===== config.mk =====
export PLATFORM = sky130hd
export DESIGN_NAME = degamma_lut_builder
export DESIGN_NICKNAME = d
export VERILOG_FILES = /design/src/rtl/degamma_lut_builder_pkg.sv /design/src/rtl/degamma_ram.sv /design/src/rtl/degamma_lut_builder.sv
export SDC_FILE = /design/constraint.sdc
export NUM_CORES = 2
export LEC_CHECK = 0
export BUFFER_PORTS_ARGS = -buffer_cell sky130_fd_sc_hd__buf_2
export CAP_MARGIN = 10
export CORE_AREA = 2 2 527 529
export DETAILED_ROUTE_END_ITERATION = 12
export DIE_AREA = 0 0 529 531
export PLACE_DENSITY = 0.56
export SLEW_MARGIN = 15
export SYNTH_ARGS = -nofsm -noshare
export SYNTH_HDL_FRONTEND = slang
export SYNTH_SLANG_ARGS = --single-unit

===== constraint.sdc =====
create_clock -name clk -period 3.6 [get_ports clk]
set_input_delay 0.18 -clock clk [delete_from_list [all_inputs] [get_ports clk]]
set_output_delay 0.18 -clock clk [all_outputs]
set_load 0.01 [all_outputs]

===== src/rtl/degamma_lut_builder_pkg.sv =====
// rtl/degamma_lut_builder_pkg.sv - shared constants and types for the inverse-gamma table builder
//
// Contents:
//   DATA_W_DEF    default pixel/table width
//   TABLE_DEPTH   number of inverse-table entries at the default width
//   build_state_t build FSM state encoding
package degamma_lut_builder_pkg;

    localparam int DATA_W_DEF  = 8;
    localparam int TABLE_DEPTH = 1 << DATA_W_DEF;

    typedef enum logic [2:0] {
        ST_IDLE = 3'd0,
        ST_REQ  = 3'd1,
        ST_CMP  = 3'd2,
        ST_TAIL = 3'd3,
        ST_DONE = 3'd4
    } build_state_t;

endpackage


===== src/rtl/degamma_ram.sv =====
// rtl/degamma_ram.sv - simple dual-port inverse-table RAM with registered read
//
// Ports:
//   clk, rst         clock, synchronous active-high reset (read register only)
//   wr_en/addr/data  write port, owned by the build FSM
//   rd_en/addr       read port, owned by the lookup pipeline
//   rd_data          registered read data; holds its value when rd_en is low
module degamma_ram
    import degamma_lut_builder_pkg::*;
#(
    parameter int DATA_W = DATA_W_DEF
) (
    input  logic              clk,
    input  logic              rst,
    input  logic              wr_en,
    input  logic [DATA_W-1:0] wr_addr,
    input  logic [DATA_W-1:0] wr_data,
    input  logic              rd_en,
    input  logic [DATA_W-1:0] rd_addr,
    output logic [DATA_W-1:0] rd_data
);

    localparam int DEPTH = 1 << DATA_W;

    logic [DATA_W-1:0] mem [DEPTH];

    // The array itself is not reset; only the output register is.
    always_ff @(posedge clk) begin
        if (wr_en) begin
            mem[wr_addr] <= wr_data;
        end
    end

    always_ff @(posedge clk) begin
        if (rst) begin
            rd_data <= '0;
        end else if (rd_en) begin
            rd_data <= mem[rd_addr];
        end
    end

endmodule


===== src/rtl/degamma_lut_builder.sv =====
// rtl/degamma_lut_builder.sv - builds an inverse gamma table from the forward ROM and serves lookups
//
// Ports:
//   clk, rst     clock, synchronous active-high reset
//   build_start  one-cycle pulse that (re)starts a table build from any state
//   rom_addr     address to the external forward gamma ROM (1-cycle registered read)
//   rom_data     G(rom_addr) as sampled by the ROM at the previous edge
//   ready        table is complete and lookups are accepted
//   mono_err     sticky: forward table decreased somewhere during the last build
//   in_valid     pixel valid
//   in_data      gamma-encoded pixel
//   out_valid    lookup result valid, two cycles after acceptance
//   out_data     linearised pixel
//   drop_pulse   in_valid seen while ready is low; that pixel is discarded
module degamma_lut_builder
    import degamma_lut_builder_pkg::*;
#(
    parameter int DATA_W     = DATA_W_DEF,
    parameter bit AUTO_BUILD = 1'b1
) (
    input  logic              clk,
    input  logic              rst,
    input  logic              build_start,
    output logic [DATA_W-1:0] rom_addr,
    input  logic [DATA_W-1:0] rom_data,
    output logic              ready,
    output logic              mono_err,
    input  logic              in_valid,
    input  logic [DATA_W-1:0] in_data,
    output logic              out_valid,
    output logic [DATA_W-1:0] out_data,
    output logic              drop_pulse
);

    localparam logic [DATA_W-1:0] MAX_VAL = '1;
    localparam logic [DATA_W-1:0] X_ONE   = DATA_W'(1);
    localparam logic [DATA_W:0]   Y_ONE   = (DATA_W + 1)'(1);

    build_state_t      state, state_next;
    logic [DATA_W-1:0] x, x_next;
    logic [DATA_W:0]   y, y_next;       // one extra bit so the sweep end is representable
    logic [DATA_W-1:0] prev_g, prev_g_next;
    logic              mono_next;
    logic              auto_pending;
    logic              start_build;

    logic              wr_en;
    logic [DATA_W-1:0] wr_addr;
    logic [DATA_W-1:0] wr_data;

    logic              accept;
    logic              s1_valid;
    logic [DATA_W-1:0] s1_addr;

    // A build request from any state jumps straight into a cleared sweep,
    // which also covers a restart in the middle of a build.
    assign start_build = build_start | ((state == ST_IDLE) & auto_pending);

    assign ready      = (state == ST_DONE);
    assign rom_addr   = x;              // x only moves on CMP->REQ, so the address is held through CMP
    assign accept     = in_valid & ready;
    assign drop_pulse = in_valid & ~ready;

    // ------------------------------------------------------------------
    // Build FSM
    // ------------------------------------------------------------------
    always_ff @(posedge clk) begin
        if (rst) begin
            state        <= ST_IDLE;
            x            <= '0;
            y            <= '0;
            prev_g       <= '0;
            mono_err     <= 1'b0;
            auto_pending <= AUTO_BUILD;
        end else begin
            state    <= state_next;
            x        <= x_next;
            y        <= y_next;
            prev_g   <= prev_g_next;
            mono_err <= mono_next;
            if (start_build) begin
                auto_pending <= 1'b0;
            end
        end
    end

    always_comb begin
        state_next  = state;
        x_next      = x;
        y_next      = y;
        prev_g_next = prev_g;
        mono_next   = mono_err;
        wr_en       = 1'b0;
        wr_addr     = y[DATA_W-1:0];
        wr_data     = x;

        if (start_build) begin
            state_next  = ST_REQ;
            x_next      = '0;
            y_next      = '0;
            prev_g_next = '0;
            mono_next   = 1'b0;
        end else begin
            case (state)
                ST_IDLE: begin
                    state_next = ST_IDLE;
                end
                ST_REQ: begin
                    state_next = ST_CMP;
                end
                ST_CMP: begin
                    // rom_data stays G(x) for as long as we sit in CMP, so the
                    // previous-x comparison can be evaluated every CMP cycle.
                    if (rom_data < prev_g) begin
                        mono_next = 1'b1;
                    end
                    if (y <= {1'b0, rom_data}) begin
                        // x is the smallest input reaching level y
                        wr_en  = 1'b1;
                        y_next = y + Y_ONE;
                        if (y[DATA_W-1:0] == MAX_VAL) begin
                            state_next = ST_DONE;
                        end
                    end else if (x == MAX_VAL) begin
                        state_next = ST_TAIL;
                    end else begin
                        x_next      = x + X_ONE;
                        prev_g_next = rom_data;
                        state_next  = ST_REQ;
                    end
                end
                ST_TAIL: begin
                    // Levels above G(max) are never reached; saturate them.
                    wr_en   = 1'b1;
                    wr_data = MAX_VAL;
                    y_next  = y + Y_ONE;
                    if (y[DATA_W-1:0] == MAX_VAL) begin
                        state_next = ST_DONE;
                    end
                end
                ST_DONE: begin
                    state_next = ST_DONE;
                end
                default: begin
                    state_next = ST_IDLE;
                end
            endcase
        end
    end

    // ------------------------------------------------------------------
    // Lookup pipeline: stage 1 captures the address, stage 2 is the RAM read
    // ------------------------------------------------------------------
    always_ff @(posedge clk) begin
        if (rst) begin
            s1_valid  <= 1'b0;
            s1_addr   <= '0;
            out_valid <= 1'b0;
        end else begin
            s1_valid  <= accept;
            if (accept) begin
                s1_addr <= in_data;
            end
            out_valid <= s1_valid;
        end
    end

    // The earliest table write after a build request lands two edges later,
    // so a pixel accepted alongside the request still reads the old contents.
    degamma_ram #(
        .DATA_W (DATA_W)
    ) u_ram (
        .clk     (clk),
        .rst     (rst),
        .wr_en   (wr_en),
        .wr_addr (wr_addr),
        .wr_data (wr_data),
        .rd_en   (s1_valid),
        .rd_addr (s1_addr),
        .rd_data (out_data)
    );

endmodule


==> flow_metrics.py <==
metrics = {
    "sta": {
        "rsz0062_at_grt": "true",
        "maxSlewViolCount": 0,
        "period_minus_slack_ns": 3.57,
        "fin_crit_sh": 0.992,
        "max-slew-margin-rel": 0.361,
        "hold_violations": 0,
        "fmax_mhz": 280,
        "holdWs_ns": 0.164,
        "worstMarginPinSlew_ns": 0.956,
        "setup_viol": 0,
        "fin_skew_ns": 0.0419,
    },
    "die": {
        "die_x_um": 529,
        "coreArea_um2": 275000,
        "die_h_um": 531,
        "initial_core_util": 0.299,
        "io_pins": 40,
        "die_area_um2": 281000,
        "rows": 193,
    },
    "clock_network": {
        "htree_num_levels": 4,
        "path_clk_slew_ns": 0.06,
        "cts_tree": "done",
        "clock_latency_ns": 0.83,
        "cts_buffers": 205,
        "clk_path_buf_depth": 3,
        "cts_sinks": 2096,
        "root_buffer": "clkbuf_16",
    },
    "drt": {
        "wirelength_mm": 228,
        "antenna_left": 0,
        "drt_pass1_iterations": 5,
        "dr.first_iter.drc_count": 4926,
        "routed-via-count": 43055,
        "wl_per_cell_um": 26.8,
        "drc_errors": 0,
        "drt-vias-per-instance": 5.06,
    },
    "logic_synthesis": {
        "yosys_warnings": 0,
        "synth-seq-area-share": 0.759,
        "synth_nets": 4197,
        "netlist_area_um2": 82300,
        "synth_top_cell_area_share": 0.748,
        "synth_ff_type": "edfxtp_1",
        "synth_top_cell_by_area": "edfxtp_1",
        "async_flop_share": 0,
        "synth_edf_count": 2048,
        "synth_area_leaders": "edfxtp_1 75%, mux4_2 10%, mux2i_1 3.5%",
        "syn-mean-instance-area_um2": 19.8,
        "synth.distinct_cells": 74,
        "syn_inst": 4157,
        "ys_seq_elements": 2096,
    },
    "grt": {
        "grt_pass1_wl_mm": 325,
        "grt_overflow": 0,
        "antenna_found_initial": 3,
        "grt_util_all_layers": 0.160,
        "grt_pass1_vias": 43583,
        "grt_start_max_net_pins": 153,
    },
    "pwr": {
        "ir_drop_uv": 384,
        "power.leakage_nw": 30.5,
        "total_power_w": 0.0482,
        "power_density_nw_per_um2": 495,
    },
    "finish": {
        "layout-drive-gt1-share": 0.270,
        "finalCoreUtilization": 0.354,
        "n_antenna_cell": 0,
        "seq_area_um2": 62500,
        "nFillCells": 25561,
        "multiInputGateArea_um2": 18200,
        "layout_commonest_cell": "edfxtp_1",
        "fin_cells": 8501,
        "fin_area_um2": 97400,
        "area_growth_pct": 18.4,
        "layout_common_cells": "2,048 x edfxtp_1, 476 x buf_4, 383 x mux4_2",
        "fin_nets": 4760,
    },
    "placement": {
        "dp_hpwl_mm": 148,
        "dp_cells": 8098,
        "place_area_um2": 90300,
        "placement.io_buffers": 39,
        "gp_congestion": 0.858,
    },
    "run_status": {
        "status": "finished, final reports clean",
    },
    "worst_setup_path": {
        "path_max_fanout": 30,
        "crit_arrival_ns": 4.30,
        "crit_buf_inv": 3,
        "worstPathRequired_ns": 4.33,
        "max_stage_delay_ns": 0.61,
        "slowest_stage": "dfxtp_4",
        "endpoint_kind": "register",
        "crit_family": "compound AO/OA/AOI/OAI gates",
        "critPathMostFrequentCell": "buf_12",
        "critPathKind": "reg2reg",
        "cp-start-kind": "register",
        "path_cells": "buf_12, buf_12, buf_4, mux2i_1, o221ai_1, o22ai_1, o21ai_0, nand2_1, o2bb2a_1, o41ai_1",
    },
    "min_path": {
        "hp-class": "in2reg",
    },
    "flow_run": {
        "drv_cap": 0,
    },
}
==> layout make-up <==
cell class	instances	share of cell area
sequential	2096	0.642
tap	3607	0.0464
inverter	22	0.000900
timing repair buffer	603	0.0547
clock buffer	263	0.0559
clock inverter	118	0.0131
multi-input combinational	1792	0.187
==> worst reg2reg max path: stages, from the launching register on <==
cell	delay (ns)
dfxtp_4	0.61
buf_12	0.27
buf_12	0.25
buf_4	0.34
mux2i_1	0.11
o221ai_1	0.26
o22ai_1	0.13
o21ai_0	0.61
nand2_1	0.37
o2bb2a_1	0.44
o41ai_1	0.08
==> sequential cells by signal, indices dropped and copies added (netlist names), 3 cells and up <==
signal / count
rom_addr: 8
prev_g: 8
u_ram.mem: 2048
u_ram.rd_data: 8
s1_addr: 8
y: 9
state: 3
==> path summary, 6_finish.rpt <==
kind | depth (start not counted) | endpoint | slack, ns | from
min | 4 | prev_g[0] | 0.16 | rom_data[0]
max reg2reg | 10 | u_ram.rd_data[0] | 0.03 | s1_addr[0]
min reg2reg | 1 | auto_pending | 0.48 | auto_pending
max | 10 | u_ram.rd_data[0] | 0.03 | s1_addr[0]
==> stage by stage <==
stage	setup TNS (ns)	setup WS, ns
2_1_floorplan	0	0.101
3_3_place_gp	-0.782	-0.608
3_5_place_dp	-0.170	-0.170
4_1_cts	0	0.0137
5_1_grt	-0.154	-0.0149
6_report	0	0.0290
==> power breakdown <==
part	total, W	internal [W]	switching, W
sequential	0.0264	0.0264	0.00000207
clock	0.0216	0.0124	0.00924
combinational	0.000208	0.0000555	0.000153
total	0.0482	0.0388	0.00940
==> kinds of logic after synthesis <==
family	Yosys count	synth area share
buffers and inverters	269	0.0206
AND/OR/NAND/NOR	639	0.0355
AO/OA/AOI/OAI	434	0.0361
XOR/XNOR	14	0.00149
flip-flops	2096	0.759
adder cells (fa/ha/maj)	20	0.00304
multiplexers	685	0.144
==> synthesized netlist by cell type (35+ instances only) <==
cell         n
a211oi_1    40
a21oi_1     71
a22oi_1     36
buf_2       63
buf_6       35
clkbuf_1   101
dfxtp_1     48
edfxtp_1  2048
mux2i_1    287
mux4_2     383
nand2_1    151
nor2_1     313
o21ai_0     42
o221ai_1    48
o22ai_1    106
==> metal layers <==
metal  part of all wire  vias to the layer above  global-route usage
met3              0.065                      339              0.0279
met5                  0                        -                   0
li1                   -                    18237                   -
met2               0.48                     1611               0.261
met1               0.42                    22868               0.217
met4              0.030                        0              0.0477
==> repair_timing <==
item	4_1_cts	5_1_grt
pin swaps	1	0
buffers inserted	0	3
hold endpoints to repair	21	0
endpoints found under the setup margin	3	939
cloned	0	0
resized for setup	4	18
hold buffers	19	0
No activity file was read; power rests on OpenSTA's default activity.
